$ cat config.mk
export PLATFORM = sky130hd
export DESIGN_NAME = operand_fetch_flat
export DESIGN_NICKNAME = d
export VERILOG_FILES = /design/src/rtl/operand_fetch_if.sv /design/src/rtl/operand_fetch.sv /design/src/flat_wrapper.sv
export SDC_FILE = /design/constraint.sdc
export NUM_CORES = 1
export LEC_CHECK = 0
export CORE_MARGIN = 3
export CORE_UTILIZATION = 30
export DETAILED_ROUTE_END_ITERATION = 16
export GPL_TIMING_DRIVEN = 0
export PLACE_DENSITY = 0.59
export SLEW_MARGIN = 40
export SYNTH_ARGS = -nofsm -noshare
export SYNTH_HDL_FRONTEND = slang
export SYNTH_SLANG_ARGS = --single-unit
$ cat constraint.sdc
create_clock -name clk -period 3.6 [get_ports clk]
set_input_delay 0.54 -clock clk [delete_from_list [all_inputs] [get_ports clk]]
set_output_delay 0.54 -clock clk [all_outputs]
set_load 0.1 [all_outputs]
$ cat src/rtl/operand_fetch_if.sv
// Handshake and data bundle around the RiSC-16 operand-fetch stage:
// fetch-side instruction port, writeback port and the execute-side pipeline slot.
interface operand_fetch_if #(
  parameter int XLEN = 16
);
  logic            in_valid;
  logic            in_ready;
  logic [15:0]     in_instr;

  logic            wb_en;
  logic [2:0]      wb_addr;
  logic [XLEN-1:0] wb_data;

  logic            out_valid;
  logic            out_ready;
  logic [XLEN-1:0] op1;
  logic [XLEN-1:0] op2;
  logic [2:0]      alu_op;
  logic [2:0]      out_opcode;
  logic [2:0]      out_rd;
  logic [XLEN-1:0] out_store;

  // Environment side: drives instructions, writebacks and downstream ready.
  modport master (
    output in_valid, in_instr, wb_en, wb_addr, wb_data, out_ready,
    input  in_ready, out_valid, op1, op2, alu_op, out_opcode, out_rd, out_store
  );

  // Stage side.
  modport slave (
    input  in_valid, in_instr, wb_en, wb_addr, wb_data, out_ready,
    output in_ready, out_valid, op1, op2, alu_op, out_opcode, out_rd, out_store
  );
endinterface

$ cat src/rtl/operand_fetch.sv
// RiSC-16 decode/operand-fetch stage: 8x16 register file with write-to-read
// bypass, instruction decode and a single registered valid/ready output slot.
module operand_fetch #(
  parameter int XLEN  = 16,
  parameter int NREGS = 8
) (
  input logic           clk,
  input logic           rst_n,
  operand_fetch_if.slave bus
);

  logic [XLEN-1:0] rf [NREGS];

  logic [2:0]      opcode, ra, rb, rc;
  logic [6:0]      imm7;
  logic [9:0]      imm10;
  logic [XLEN-1:0] ra_val, rb_val, rc_val, sext7, lui_imm;
  logic [XLEN-1:0] nxt_op1, nxt_op2;
  logic [2:0]      nxt_alu, nxt_rd;
  logic            capture;

  assign opcode  = bus.in_instr[15:13];
  assign ra      = bus.in_instr[12:10];
  assign rb      = bus.in_instr[9:7];
  assign rc      = bus.in_instr[2:0];
  assign imm7    = bus.in_instr[6:0];
  assign imm10   = bus.in_instr[9:0];
  assign sext7   = {{(XLEN-7){imm7[6]}}, imm7};
  assign lui_imm = {imm10, 6'b0};

  assign bus.in_ready = !bus.out_valid || bus.out_ready;
  assign capture      = bus.in_valid && bus.in_ready;

  // A writeback landing in the capture cycle wins over the stale array value.
  function automatic logic [XLEN-1:0] read_reg(input logic [2:0] a);
    if (a == 3'd0)
      return '0;
    else if (bus.wb_en && bus.wb_addr == a)
      return bus.wb_data;
    else
      return rf[a];
  endfunction

  always_comb begin
    ra_val = read_reg(ra);
    rb_val = read_reg(rb);
    rc_val = read_reg(rc);
  end

  always_comb begin
    nxt_op1 = '0;
    nxt_op2 = '0;
    nxt_alu = 3'b000;
    nxt_rd  = ra;
    case (opcode)
      3'b000: begin nxt_op1 = rb_val; nxt_op2 = rc_val; end
      3'b001: begin nxt_op1 = rb_val; nxt_op2 = sext7; end
      3'b010: begin nxt_op1 = rb_val; nxt_op2 = rc_val; nxt_alu = 3'b001; end
      3'b011: begin nxt_op2 = lui_imm; end
      3'b100: begin nxt_op1 = rb_val; nxt_op2 = sext7; nxt_rd = 3'd0; end
      3'b101: begin nxt_op1 = rb_val; nxt_op2 = sext7; end
      3'b110: begin nxt_op1 = ra_val; nxt_op2 = rb_val; nxt_rd = 3'd0; end
      default: begin nxt_op1 = rb_val; end
    endcase
  end

  // rf[0] is never written, so it stays at its reset value of zero.
  always_ff @(posedge clk) begin
    if (!rst_n) begin
      for (int i = 0; i < NREGS; i++) rf[i] <= '0;
      bus.out_valid  <= 1'b0;
      bus.op1        <= '0;
      bus.op2        <= '0;
      bus.alu_op     <= 3'b000;
      bus.out_opcode <= 3'b000;
      bus.out_rd     <= 3'b000;
      bus.out_store  <= '0;
    end else begin
      if (bus.wb_en && bus.wb_addr != 3'd0)
        rf[bus.wb_addr] <= bus.wb_data;
      if (capture) begin
        bus.out_valid  <= 1'b1;
        bus.op1        <= nxt_op1;
        bus.op2        <= nxt_op2;
        bus.alu_op     <= nxt_alu;
        bus.out_opcode <= opcode;
        bus.out_rd     <= nxt_rd;
        bus.out_store  <= ra_val;
      end else if (bus.out_ready) begin
        bus.out_valid  <= 1'b0;
      end
    end
  end

endmodule

$ cat src/flat_wrapper.sv
// flat-port wrapper written by rule: the top's interface ports become plain ports
module operand_fetch_flat 
#(
  parameter int XLEN  = 16,
  parameter int NREGS = 8
)
  (clk, rst_n, bus_in_valid, bus_in_instr, bus_wb_en, bus_wb_addr, bus_wb_data, bus_out_ready, bus_in_ready, bus_out_valid, bus_op1, bus_op2, bus_alu_op, bus_out_opcode, bus_out_rd, bus_out_store);
  operand_fetch_if #(.XLEN(XLEN)) bus_i ();
  input logic clk;
  input logic rst_n;
  input wire logic [$bits(bus_i.in_valid)-1:0] bus_in_valid;
  input wire logic [$bits(bus_i.in_instr)-1:0] bus_in_instr;
  input wire logic [$bits(bus_i.wb_en)-1:0] bus_wb_en;
  input wire logic [$bits(bus_i.wb_addr)-1:0] bus_wb_addr;
  input wire logic [$bits(bus_i.wb_data)-1:0] bus_wb_data;
  input wire logic [$bits(bus_i.out_ready)-1:0] bus_out_ready;
  output wire logic [$bits(bus_i.in_ready)-1:0] bus_in_ready;
  output wire logic [$bits(bus_i.out_valid)-1:0] bus_out_valid;
  output wire logic [$bits(bus_i.op1)-1:0] bus_op1;
  output wire logic [$bits(bus_i.op2)-1:0] bus_op2;
  output wire logic [$bits(bus_i.alu_op)-1:0] bus_alu_op;
  output wire logic [$bits(bus_i.out_opcode)-1:0] bus_out_opcode;
  output wire logic [$bits(bus_i.out_rd)-1:0] bus_out_rd;
  output wire logic [$bits(bus_i.out_store)-1:0] bus_out_store;
  assign bus_i.in_valid = bus_in_valid;
  assign bus_i.in_instr = bus_in_instr;
  assign bus_i.wb_en = bus_wb_en;
  assign bus_i.wb_addr = bus_wb_addr;
  assign bus_i.wb_data = bus_wb_data;
  assign bus_i.out_ready = bus_out_ready;
  assign bus_in_ready = bus_i.in_ready;
  assign bus_out_valid = bus_i.out_valid;
  assign bus_op1 = bus_i.op1;
  assign bus_op2 = bus_i.op2;
  assign bus_alu_op = bus_i.alu_op;
  assign bus_out_opcode = bus_i.out_opcode;
  assign bus_out_rd = bus_i.out_rd;
  assign bus_out_store = bus_i.out_store;
  operand_fetch #(.XLEN(XLEN), .NREGS(NREGS)) u_core (.clk(clk), .rst_n(rst_n), .bus(bus_i));
endmodule
=== Word level (Yosys, flattened, before mapping) ===
Memories as Yosys holds them, arrays and structs flattened.
Cells that the tools add are included.

* Memories: 1
* Memory bits (writable): 128
* Flip-flop bits (word level): 58
* Word-level logic and storage cells: 53

{| class="wikitable"
|+ Memory list
! memory !! words !! width !! read ports !! clocked after Yosys merged registers in !! write ports !! line !! RTL
|-
| u_core.rf || 8 || 16 || 3 || 0 || 8 || operand_fetch.sv:12 || <nowiki>logic [XLEN-1:0] rf [NREGS];</nowiki>
|}

* Equal/unequal tests: 9
* Multiplexer cells: 19
* Reductions and logical operators: 17

{| class="wikitable"
|+ Operator list
! operator !! count
|-
| 2-to-1 mux 16 bit || 7
|-
| one-hot mux 16 bit (4 select lines) || 1
|-
| one-hot mux 16 bit (2 select lines) || 1
|-
| OR reduction 16 bit || 1
|-
| zero test 3 bit || 4
|-
| == test 3 bit || 3
|-
| == test 3 bit (second input constant) || 3
|-
| 2-to-1 mux 1 bit || 8
|-
| == test 3 x 2 -> 1 bit (second input constant) || 2
|-
| 2-to-1 mux 3 bit || 2
|-
| logical AND 1 bit || 5
|-
| OR reduction 2 bit || 2
|-
| == test 3 x 1 -> 1 bit (second input constant) || 1
|-
| nonzero test 3 bit || 1
|-
| OR reduction 3 bit || 1
|-
| nonzero test 2 bit || 1
|-
| zero test 1 bit || 1
|-
| logical OR 1 bit || 1
|}

=== Longest topological paths before layout ===
Gate-level depths: netlist of the first run.

* Word-level depth: 7
* Gate-level depth with buffers: 9
* Mapped depth without buffers: 6

=== Worst setup path before layout of the first run ===
OpenSTA, ideal clock, no wires.

* Kind: register -> register
* Start: register u_core.bus.out_valid
* End: register u_core.bus.op1[13]
* Stages on the path, launching flop included: 8
* Data required time: 3.517 ns
* Library setup time: 0.083 ns
* Slack: 0.666 ns
* Path buffers: 2
* Period minus slack after synthesis: 2.934 ns
* Data arrival time: 2.850 ns
* Cells stage by stage: dfxtp_1 -> nor2b_1 -> inv_1 -> nand2_1 -> clkbuf_1 -> buf_2 -> a2bb2oi_1 -> a31oi_1

* Longest elaborated chain between the ends: 3

{| class="wikitable"
|+ Ends and longest elaborated chain
! what !! line !! RTL
|-
| from (decl) || operand_fetch_if.sv:32 || <nowiki>output in_ready, out_valid, op1, op2, alu_op, out_opcode, out_rd, out_store</nowiki>
|-
| from (signal assigned) || operand_fetch.sv:71 || <nowiki>bus.out_valid <= 1'b0;</nowiki>
|-
| from (signal assigned) || operand_fetch.sv:82 || <nowiki>bus.out_valid <= 1'b1;</nowiki>
|-
| from (signal assigned) || operand_fetch.sv:90 || <nowiki>bus.out_valid <= 1'b0;</nowiki>
|-
| zero test 1 bit || operand_fetch.sv:31 || <nowiki>assign bus.in_ready = !bus.out_valid || bus.out_ready;</nowiki>
|-
| logical OR 1 bit || operand_fetch.sv:31 ||
|-
| net bus_in_ready || flat_wrapper.sv:17 || <nowiki>output wire logic [$bits(bus_i.in_ready)-1:0] bus_in_ready;</nowiki>
|-
| logical AND 1 bit || operand_fetch.sv:32 || <nowiki>assign capture = bus.in_valid && bus.in_ready;</nowiki>
|-
| to (signal assigned) || operand_fetch.sv:83 || <nowiki>bus.op1 <= nxt_op1;</nowiki>
|-
| to (decl) || operand_fetch_if.sv:32 ||
|}

The timed path passes the listed nets, and every way through them passes these cells.
A chain may end at the register's enable or synchronous reset.

==> flow_summary.json, run 1 <==
{
  "numCtsBuffers": 17,
  "p_total_mw": 5.62,
  "cp-end-kind": "flop",
  "seq_area_frac_synth": 0.464,
  "boundaryPins": 99,
  "ir_worst_vdd_mv": 0.339,
  "cts_tree": "done",
  "synth.distinct_cells": 52,
  "tns_ns": 0,
  "antenna_found_initial": 2,
  "p_leak_nw": 4.71,
  "synth_edf_count": 128,
  "critical-path-top-delay-family": "simple AND/OR/NAND/NOR gates",
  "reg2reg_from": "u_core.bus.out_valid",
  "tightest_slew_ns": 0.885,
  "highest_layer": "met5",
  "wl_met3_um": 2900,
  "r2r_setup_slack_ns": 1.36,
  "async_flop_share": 0,
  "root_buffer": "clkbuf_16",
  "viasPerCell": 5.42,
  "grt_use_total": 0.184,
  "drive_above_1_share": 0.221,
  "area_growth_pct": 18.2,
  "ys_warn_count": 0,
  "nFillCells": 3428,
  "synth_ff_type": "edfxtp_1",
  "max_freq_mhz": 289,
  "ant_nets": 0,
  "cts_sinks": 184,
  "startpoint": "rst_n",
  "grt_overflow_total": 0,
  "met2WireLength_um": 17000,
  "fin_nets": 1032,
  "maxCapViolations": 0,
  "antenna_cells": 0,
  "syn-cell-area_mm2": 0.0107,
  "cts-resized-gates": 0,
  "hold_viol": 0,
  "path_clk_slew_ns": 0.07,
  "outcome": "finished clean",
  "hold_path.class": "flop to flop",
  "stdcell_area_mm2": 0.0126,
  "drt-met1-wl_um": 14200,
  "instances_no_fill": 1460,
  "grt_max_degree": 17,
  "numPortBuffers": 83,
  "placed_area_mm2": 0.0121,
  "slowest_delay_ns": 0.79,
  "hold_ws_ns": 0.449,
  "dr.pass1.iters": 7,
  "cts_post_setup_buffers_inserted": 0,
  "core_mm2": 0.0349,
  "worst_ep_arrival_time_ns": 3.54,
  "routed-via-count": 7911,
  "start_util": 0.307,
  "critPathMaxFanout": 16,
  "synth-seq-cells": 184,
  "crit_path_cell_trace": "clkdlybuf4s50_1 -> clkbuf_1 -> nand3_1 -> nor3_1 -> nand2b_2",
  "rows": 68,
  "setup_viol": 0,
  "hold_path.startpoint": "u_core.bus.out_rd[1]",
  "fp.dieW_um": 195,
  "routed_wl_um": 35100,
  "grt_pass1_wl_um": 51800,
  "place_hpwl_um": 26200,
  "mostFrequentLayoutCells": "edfxtp_1, and2_1, buf_2",
  "die_h_um": 195,
  "worstPathRequired_ns": 3.67,
  "first_iter_violations": 773,
  "drc": 0,
  "ctsHoldBuffers": 0,
  "placedCellCount": 1428,
  "clk_latency_ns": 0.43,
  "startpoint_type": "primary input",
  "finalCriticalPeriod_ns": 3.47,
  "synth.avg_cell_area_um2": 12.4,
  "die_area_mm2": 0.0380,
  "max_slew_margin": 0.405,
  "critPathBufInv": 2,
  "mostFrequentLayoutCell": "edfxtp_1",
  "gp_congestion": 0.915,
  "htree_levels": 4,
  "rsz0062_at_grt": "false",
  "post-route-period-util": 0.963,
  "power_density_mw_per_mm2": 444,
  "path_class": "primary input to flop",
  "clock_skew_ns": 0.00851,
  "grt_pass1_vias": 7918,
  "drv_slew": 0,
  "cts_max_path_buffers": 2,
  "wire_per_inst_um": 24.0,
  "netlist_instances": 866,
  "slowest_stage": "nor3_1"
}
metal layers:
layer  track usage  vias up
met5             0        -
met4        0.0621        4
met3        0.0442       59
met2         0.306      381
met1         0.236     3888
li1              -     3579
layout make-up:
type	instances	area, µm²	share of cell area
flip-flops and latches	184	4960	0.393
multi-input cells	614	5430	0.430
repair buffers	90	688	0.0544
clock buffers	19	433	0.0342
inverters	6	22.5	0.00178
clock inverters	13	123	0.00969
well taps	455	569	0.0450
plain buffers	79	414	0.0327
cell families after synthesis:
| kind of cell | count (synthesis) | share of synthesized area |
|---|---|---|
| buffers and inverters | 85 | 0.0405 |
| muxes | 144 | 0.245 |
| and+or+nand+nor | 312 | 0.152 |
| xor gates and xnor gates | 10 | 0.00819 |
| AOI/OAI and AO/OA | 130 | 0.0898 |
| other | 1 | 0.000351 |
| DFF | 184 | 0.464 |
path summary, 6_finish.rpt:
path,cells after the start,to
worst max-delay path,5,u_core.rf[4][8]
worst min-delay path,2,u_core.bus.out_rd[1]
worst max register to register,5,u_core.bus.op1[0]
worst min register to register,2,u_core.bus.out_rd[1]
metrics by stage:
stage | util | setup slack [ns]
global route | 0.363 | 0.104
finish | 0.363 | 0.134
detailed placement | 0.347 | -0.225
global placement | 0.349 | -1.46
CTS | 0.363 | 0.226
floorplan | - | 0.666
registers in the layout, summed over array words and instances (netlist names):
| name | flops |
|---|---|
| u_core.bus.op2 | 16 |
| u_core.bus.alu_op | 1 |
| u_core.rf | 128 |
| u_core.bus.out_opcode | 3 |
| u_core.bus.out_rd | 3 |
| u_core.bus.op1 | 16 |
| u_core.bus.out_valid | 1 |
| u_core.bus.out_store | 16 |
report_power, final:
| part | internal (mW) | switching [mW] | total [mW] | leakage [nW] |
|---|---|---|---|---|
| combinational | 0.432 | 0.864 | 1.30 | 2.75 |
| sequential | 2.41 | 0.0971 | 2.51 | 1.69 |
| clock | 0.962 | 0.858 | 1.82 | 0.267 |
| total | 3.80 | 1.82 | 5.62 | 4.71 |
cell usage after synthesis, types with 11 or more instances:
cell      count  share of area
edfxtp_1    128           0.36
and2_1      118          0.069
mux4_2       75           0.16
nand2_1      64          0.022
dfxtp_1      56           0.10
mux2i_1      54          0.051
nor2_1       50          0.018
clkbuf_1     32          0.011
nor3_1       31          0.015
a21oi_1      27          0.013
buf_2        21         0.0098
mux4_1       15          0.037
nand3_1      15         0.0070
o21ai_0      13         0.0061
buf_1        11         0.0039
or3_1        11         0.0064
worst register-to-register path: cells and delay by family (launching register included):
family | cells | cell delay (ns)
AO/OA/AOI/OAI | 1 | 0.25
flip-flops | 1 | 0.31
AND/OR/NAND/NOR | 4 | 1.63
(Power assumes the default switching activity.)
==> run 2, diff against run 1 <==
--- a/config.mk
+++ b/config.mk
@@ -8,6 +8,7 @@
 export CORE_MARGIN = 3
 export CORE_UTILIZATION = 30
 export DETAILED_ROUTE_END_ITERATION = 16
+export GPL_ROUTABILITY_DRIVEN = 0
 export GPL_TIMING_DRIVEN = 0
 export PLACE_DENSITY = 0.59
 export SLEW_MARGIN = 40
==> results of run 2 <==
Same layout as run 1: the final DEF is identical, and so are final timing and power.
==> run 3, diff against run 2 <==
--- a/config.mk
+++ b/config.mk
@@ -6,11 +6,11 @@
 export NUM_CORES = 1
 export LEC_CHECK = 0
 export CORE_MARGIN = 3
-export CORE_UTILIZATION = 30
+export CORE_UTILIZATION = 45
 export DETAILED_ROUTE_END_ITERATION = 16
 export GPL_ROUTABILITY_DRIVEN = 0
 export GPL_TIMING_DRIVEN = 0
-export PLACE_DENSITY = 0.59
+export PLACE_DENSITY = 0.77
 export SLEW_MARGIN = 40
 export SYNTH_ARGS = -nofsm -noshare
 export SYNTH_HDL_FRONTEND = slang
==> run 3 against run 2 <==
Net effect: routed wire length down 4.8%; largest power group unchanged; clock-buffer cell count down 2; first-iteration DRC count up 45%; sequential share of layout area up 0.46 points; global-route usage up 7.2 points; combinational power about the same; final area down 1.1%; critical path type unchanged; die area down 32%.
==> flow_summary.json, run 3 (same netlist as run 1, synthesis figures left out) <==
{
  "boundaryPins": 99,
  "grt_max_degree": 19,
  "place_hpwl_um": 23800,
  "p_leak_nw": 4.73,
  "cts_sinks": 184,
  "critPathMaxFanout": 16,
  "path_clk_slew_ns": 0.07,
  "routed-via-count": 8548,
  "clock_skew_ns": 0.0128,
  "hold_viol": 0,
  "max_slew_margin": 0.441,
  "dr.pass1.iters": 8,
  "top_register": "u_core.rf",
  "startpoint_type": "primary input",
  "outcome": "finished clean",
  "setup_viol": 0,
  "cts_post_setup_buffers_inserted": 0,
  "mostFrequentLayoutCells": "edfxtp_1, and2_1, buf_2",
  "grt_pass1_wl_um": 49500,
  "die_h_um": 160,
  "maxCapViolations": 0,
  "drv_slew": 0,
  "tightest_slew_ns": 0.839,
  "placedCellCount": 1286,
  "first_iter_violations": 1120,
  "power_density_mw_per_mm2": 461,
  "cp-end-kind": "flop",
  "slowest_delay_ns": 0.58,
  "mostFrequentLayoutCell": "edfxtp_1",
  "antenna_cells": 0,
  "ctsHoldBuffers": 0,
  "numPortBuffers": 83,
  "drive_above_1_share": 0.223,
  "root_buffer": "clkbuf_16",
  "largest_reg_flops": 128,
  "hold_path.class": "flop to flop",
  "slowest_stage": "nand2b_2",
  "grt_pass1_vias": 8204,
  "numCtsBuffers": 17,
  "cts_tree": "done",
  "fin_nets": 1032,
  "p_total_mw": 5.77,
  "area_growth_pct": 16.9,
  "grt_use_total": 0.255,
  "die_area_mm2": 0.0257,
  "path_class": "primary input to flop",
  "wire_per_inst_um": 25.3,
  "worst_ep_arrival_time_ns": 3.18,
  "max_freq_mhz": 322,
  "fin_ws_ns": 0.498,
  "cts-resized-gates": 0,
  "dp_slack_ns": -0.188,
  "drc": 0,
  "htree_levels": 4,
  "instances_no_fill": 1318,
  "grt_overflow_total": 0,
  "finalCriticalPeriod_ns": 3.10,
  "fp.dieW_um": 160,
  "worstPathRequired_ns": 3.68,
  "crit_path_cell_trace": "clkdlybuf4s50_1 -> clkbuf_1 -> nand3_1 -> nor3_2 -> nand2b_2",
  "rows": 55,
  "ant_nets": 0,
  "clk_latency_ns": 0.44,
  "rsz0062_at_grt": "false",
  "ir_worst_vdd_mv": 0.352,
  "routed_wl_um": 33400,
  "viasPerCell": 6.49,
  "tns_ns": 0,
  "final_core_util": 0.544,
  "start_util": 0.465,
  "cts_max_path_buffers": 2,
  "post-route-period-util": 0.862,
  "core_mm2": 0.0230,
  "antenna_found_initial": 0
}
run 3: cell count changes in the layout (fill, tap and decap cells not counted):
cell	change
inv_8	+5
buf_16	-2
buf_8	+2
clkbuf_1	-2
clkinv_4	-2
clkinvlp_4	-2
bufinv_16	+1
clkinv_1	+1
clkinv_2	-1
clkinv_8	+1
inv_6	-1
nor3_1	-1
nor3_2	+1
run 3: layout make-up:
| type | count | area (µm²) |
|---|---|---|
| inverters | 6 | 22.5 |
| clock buffers | 17 | 425 |
| repair buffers | 90 | 663 |
| clock inverters | 15 | 183 |
| well taps | 313 | 392 |
| multi-input cells | 614 | 5440 |
| fillers | 1868 | 10500 |
| plain buffers | 79 | 414 |
| flip-flops and latches | 184 | 4960 |
run 3: through the flow:
stage	hold slack [ns]	area [µm²]
after floorplan	0.676	10800
after global placement	0.440	12000
after detailed placement	0.444	11900
after CTS	0.453	12500
after global routing	0.468	12500
final	0.452	12500
run 3: worst max-delay path, delay by kind of cell:
family	cells	cell delay [ns]
and+or+nand+nor	3	1.54
buffers and inverters	2	1.08
run 3: routing by layer:
| metal | track usage | vias up | part of all wire |
|---|---|---|---|
| li1 | - | 3583 | - |
| met1 | 0.335 | 4049 | 0.37 |
| met2 | 0.409 | 773 | 0.46 |
| met3 | 0.0591 | 143 | 0.13 |
| met4 | 0.112 | 0 | 0.046 |
| met5 | 0 | - | 0 |
run 3: power breakdown:
part / switching, mW / total [mW] / internal, mW / leakage [nW]
clock: 0.911 / 1.97 / 1.06 / 0.301
sequential: 0.105 / 2.51 / 2.41 / 1.69
combinational: 0.858 / 1.29 / 0.429 / 2.74
total: 1.87 / 5.77 / 3.89 / 4.73
run 3: path summary, 6_finish.rpt:
kind | startpoint | to | slack, ns | depth (start not counted)
worst max-delay path | rst_n | u_core.rf[4][8] | 0.50 | 5
worst min-delay path | u_core.bus.out_opcode[2] | u_core.bus.out_opcode[2] | 0.45 | 2
worst max register to register | u_core.bus.out_valid | u_core.bus.op1[15] | 1.36 | 5
worst min register to register | u_core.bus.out_opcode[2] | u_core.bus.out_opcode[2] | 0.45 | 2
==> edit 1: new RTL, settings of run 1 <==
Make the reset (`rst_n`) asynchronous in one clocked block.
--- a/src/rtl/operand_fetch.sv
+++ b/src/rtl/operand_fetch.sv
@@ -65,7 +65,7 @@
   end
 
   // rf[0] is never written, so it stays at its reset value of zero.
-  always_ff @(posedge clk) begin
+  always_ff @(posedge clk or negedge rst_n) begin
     if (!rst_n) begin
       for (int i = 0; i < NREGS; i++) rf[i] <= '0;
       bus.out_valid  <= 1'b0;
Function: differs if rst_n is asserted again (counterexample within 4 cycles, from zero or initial values and one cycle with rst_n low); with rst_n held inactive, the same outputs for 4 cycles.
==> edit 1 against run 1 <==
  * Clock skew barely moved
  * Worst setup slack improved by 0.84 ns
  * Global-route usage fell by 1.1 points
  * Hold slack got worse by 0.026 ns
  * Routed wire length fell by 5.6%
  * Sequential cell count did not move
  * Cell area fell by 0.42%
  * Cell count fell by 1.8%
  * Synthesized area rose by 1.1%
  * Die area rose by 1.1%
  * Critical endpoint is now u_core.bus.op2[2]$_DFFE_PN0P_
  * Largest cell class unchanged
  * Highest routed layer is now met4
Power is not compared: it rests on default switching activity, and its combinational part moved more than twofold at a synthesized area within 25%.
==> edit 1: results <==
export IMPL_gp_congestion=0.859
export IMPL_crit_path_max_incr_delay_ns=0.62
export IMPL_ys_seq_area_share_pct=42.6
export IMPL_path_delay_family="buffers and inverters"
export IMPL_drive_above_1_share_pct=30.0
export IMPL_routedWlPerCell_um=23.1
export IMPL_area_growth_synth_to_final_pct=16.5
export IMPL_clk_share_pct=4.35
export IMPL_n_all_buffers=192
export IMPL_maxSlewHeadroom_pct=39.7
export IMPL_yosys_top_cells_area="dfrtp_1 43%, mux4_2 17%, mux2_2 6.0%"
export IMPL_num_vias=7983
export IMPL_drt_iter0_markers=579
export IMPL_slowest_stage="clkdlybuf4s50_1"
export IMPL_dp_hpwl_mm=24.5
export IMPL_ys_flop_type="dfrtp_1"
export IMPL_antenna_found_initial=0
export IMPL_clkLatencyLatePin_ns=0.45
export IMPL_worstRegToRegCells=6
export IMPL_numCtsBuffers=17
export IMPL_layout_nets=1006
export IMPL_multi_input_gates=567
export IMPL_yosysUniqueCellTypes=54
export IMPL_ir_drop_mv=0.446
export IMPL_hold_buffers=1
export IMPL_status="finished, final reports clean"
export IMPL_antennaDiodeCount=0
export IMPL_ctsLongestPathBuffers=2
export IMPL_synth_common_cells="184 x dfrtp_1, 82 x mux4_2, 77 x nand2_1"
export IMPL_postSynthAreaPerCell_um2=12.6
export IMPL_grt_max_degree=59
export IMPL_cts_resized=0
export IMPL_min_path_cells=3
export IMPL_area_share_nonclk_buffers_pct=9.23
export IMPL_place_ws_ns=0.590
export IMPL_grt_pass1_vias=8090
export IMPL_crit_path_max_fanout=10
export IMPL_grt_pass1_wl_mm=50.3
export IMPL_clock_buffer_count=23
export IMPL_fillCellCount=3446
export IMPL_largest_register_ffs=128
export IMPL_viasPerCell=5.57
export IMPL_dpl_cell_count=1401
export IMPL_placed_area_um2=12000
export IMPL_path_clk_slew_ns=0.07
export IMPL_num_nonclk_inverters=4
export IMPL_dr_pass1_iters=5
export IMPL_seqCellArea_um2=4600
export IMPL_crit_arrival_ns=2.94
export IMPL_globalRouteTotalUtil_pct=17.2
export IMPL_synthArstFlopShare_pct=100
export IMPL_skew_ns=0.00804
export IMPL_n_tap_cell=455
export IMPL_multi_input_area_um2=5700
export IMPL_hold_class="in2reg"
-- edit 1: metal layers --
layer,global-route usage [%],vias up,wire (um)
met4,6.44,0,964
met2,28.5,322,15800
met1,22.4,4117,14000
met3,3.68,57,2330
li1,-,3487,-
met5,0,-,0
-- edit 1: cells by family (layout without fill, tap and decap cells) --
| kind of cell | after synthesis | count (layout) | synth area share (%) |
|---|---|---|---|
| and+or+nand+nor | 133 | 133 | 6.27 |
| AOI/OAI and AO/OA | 157 | 157 | 9.67 |
| xor gates and xnor gates | 10 | 10 | 0.810 |
| other | 1 | 2 | 0.0347 |
| muxes | 265 | 265 | 35.8 |
| buffers and inverters | 108 | 228 | 4.82 |
| DFF | 184 | 184 | 42.6 |
-- edit 1: final timing paths --
path	start	end	slack, ns
setup / recovery	bus_in_instr[1]	u_core.bus.op2[2]$_DFFE_PN0P_	0.98
hold / removal	bus_in_instr[14]	u_core.bus.alu_op[0]$_DFFE_PN0P_	0.42
setup reg to reg	u_core.bus.out_valid$_DFFE_PN0P_	u_core.bus.op1[9]$_DFFE_PN0P_	1.27
hold reg to reg	u_core.bus.out_store[10]$_DFFE_PN0P_	u_core.bus.out_store[10]$_DFFE_PN0P_	0.48
max in group asynchronous	rst_n	u_core.bus.op2[9]$_DFFE_PN0P_	1.87
min in group asynchronous	rst_n	u_core.rf[17]$_DFFE_PN0P_	0.56
-- edit 1: power by group --
part / switching, W / internal, W / total, W
clock: 0.000832 / 0.000941 / 0.00177
combinational: 0.00178 / 0.000907 / 0.00269
sequential: 0.000350 / 0.00248 / 0.00283
total: 0.00296 / 0.00433 / 0.00729
-- edit 1: worst reg2reg max path: cells and delay by family (launching register included) --
family	cells	cell delay, ns
simple gates	2	0.66
buf+inv	2	0.62
compound gates	2	0.55
flops	1	0.34
==> edit 2: new RTL, settings of run 1 <==
Made on the original files. `NREGS` is set to 8 in 2 places; all go to 16.
--- a/src/rtl/operand_fetch.sv
+++ b/src/rtl/operand_fetch.sv
@@ -2,7 +2,7 @@
 // bypass, instruction decode and a single registered valid/ready output slot.
 module operand_fetch #(
   parameter int XLEN  = 16,
-  parameter int NREGS = 8
+  parameter int NREGS = 16
 ) (
   input logic           clk,
   input logic           rst_n,
--- a/src/flat_wrapper.sv
+++ b/src/flat_wrapper.sv
@@ -2,7 +2,7 @@
 module operand_fetch_flat 
 #(
   parameter int XLEN  = 16,
-  parameter int NREGS = 8
+  parameter int NREGS = 16
 )
   (clk, rst_n, bus_in_valid, bus_in_instr, bus_wb_en, bus_wb_addr, bus_wb_data, bus_out_ready, bus_in_ready, bus_out_valid, bus_op1, bus_op2, bus_alu_op, bus_out_opcode, bus_out_rd, bus_out_store);
   operand_fetch_if #(.XLEN(XLEN)) bus_i ();
Behaviour: same outputs for any inputs over 4 cycles, from zero or initial values and one cycle with rst_n low; that may be too few to reach the edited logic, so the function may still have changed.
==> edit 2 against run 1 <==
  * Synthesized area barely moved
  * Sequential cell count did not move
  * Routed wire length rose by 2.5%
  * Worst setup slack improved by 0.042 ns
  * Total power rose by 1.7%
  * Cell area rose by 0.31%
  * First-iteration DRC count rose by 1.3%
  * Maximum frequency rose by 1.2%
  * Synthesized cell count fell by 0.46%
  * Core utilization rose by 0.11 points
  * Via count rose by 1.7%
  * Clock power rose by 5%
  * Critical path type unchanged
  * Highest routed layer is now met4
==> edit 2: results <==
export IMPL_status="finished, final reports clean"
export IMPL_pg_seq_w=0.00250
export IMPL_crit_path_max_incr_delay_ns=0.70
export IMPL_n_all_buffers=171
export IMPL_min_path_cells=3
export IMPL_dr_pass1_iters=6
export IMPL_clkLatencyLatePin_ns=0.46
export IMPL_dpl_cell_count=1426
export IMPL_slowest_stage="nor2_1"
export IMPL_crit_arrival_ns=3.74
export IMPL_worstHoldEndpoint="u_core.bus.out_opcode[2]$_SDFFE_PN0P_"
export IMPL_holdWs_ns=0.427
export IMPL_crit_path_max_fanout=10
export IMPL_place_ws_ns=-0.256
export IMPL_grt_pass1_wl_mm=53.2
export IMPL_clock_buffer_count=17
export IMPL_skew_ns=0.0134
export IMPL_clk_share_pct=4.51
export IMPL_grt_pass1_vias=8079
export IMPL_crit_end="u_core.rf[3][13]$_SDFFCE_PN0P_"
export IMPL_synth_common_cells="128 x edfxtp_1, 110 x and2_1, 81 x mux4_2"
export IMPL_ir_drop_mv=0.330
export IMPL_wl_met3_mm=2.92
export IMPL_area_growth_synth_to_final_pct=18.6
export IMPL_drt_iter0_markers=783
export IMPL_drive_above_1_share_pct=25.3
export IMPL_area_share_nonclk_buffers_pct=8.69
export IMPL_ys_seq_area_share_pct=46.4
export IMPL_setup_ws_ns=0.176
export IMPL_path_delay_family="buffers and inverters"
export IMPL_layout_nets=1031
export IMPL_hold_class="in2reg"
export IMPL_grt_max_degree=26
export IMPL_highest_layer="met4"
export IMPL_placed_area_um2=12100
export IMPL_globalRouteTotalUtil_pct=18.8
export IMPL_portBuffers=86
export IMPL_powerClk_w=0.00191
export IMPL_num_vias=8049
export IMPL_antenna_found_initial=0
export IMPL_yosysUniqueCellTypes=65
export IMPL_worstRegToRegCells=7
export IMPL_yosys_top_cells_area="edfxtp_1 36%, mux4_2 17%, dfxtp_1 10%"
export IMPL_grtUsageMet1_pct=24.6
export IMPL_multi_input_area_share_pct=43.1
export IMPL_r2r_end="u_core.bus.op1[13]$_SDFFE_PN0P_"
export IMPL_worstMarginPinSlew_ns=0.770
export IMPL_grt_use_met2_pct=31.4
export IMPL_p_int_w=0.00377
export IMPL_viasPerCell=5.52
export IMPL_leakagePower_nw=4.62
export IMPL_routedWlPerCell_um=24.6
## edit 2: cell types whose count changed after synthesis, moves of 8 or more
| cell | change |
|---|---|
| buf_1 | -10 |
| and2_1 | -8 |
| nand2_1 | -12 |
| o31ai_1 | -9 |
| nand2b_1 | +9 |
| nor3_1 | -11 |
| o211ai_1 | +8 |
| mux2_2 | +9 |
| mux4_1 | -14 |
| o21ai_0 | +10 |
| buf_2 | +8 |
| o22ai_2 | +8 |
| nor2_1 | -11 |
## edit 2: kinds of logic after synthesis
group | count (synthesis) | synth area share, %
AND/OR/NAND/NOR | 284 | 14.4
flip-flops | 184 | 46.4
AO/OA/AOI/OAI | 155 | 11.0
multiplexers | 146 | 23.5
buffers and inverters | 82 | 3.89
XOR/XNOR | 10 | 0.819
other | 1 | 0.0350
## edit 2: tightest hold or removal path, cell delays in order
cell	delay, ns
clkbuf_2	0.15
nand2_1	0.08
a21oi_1	0.06
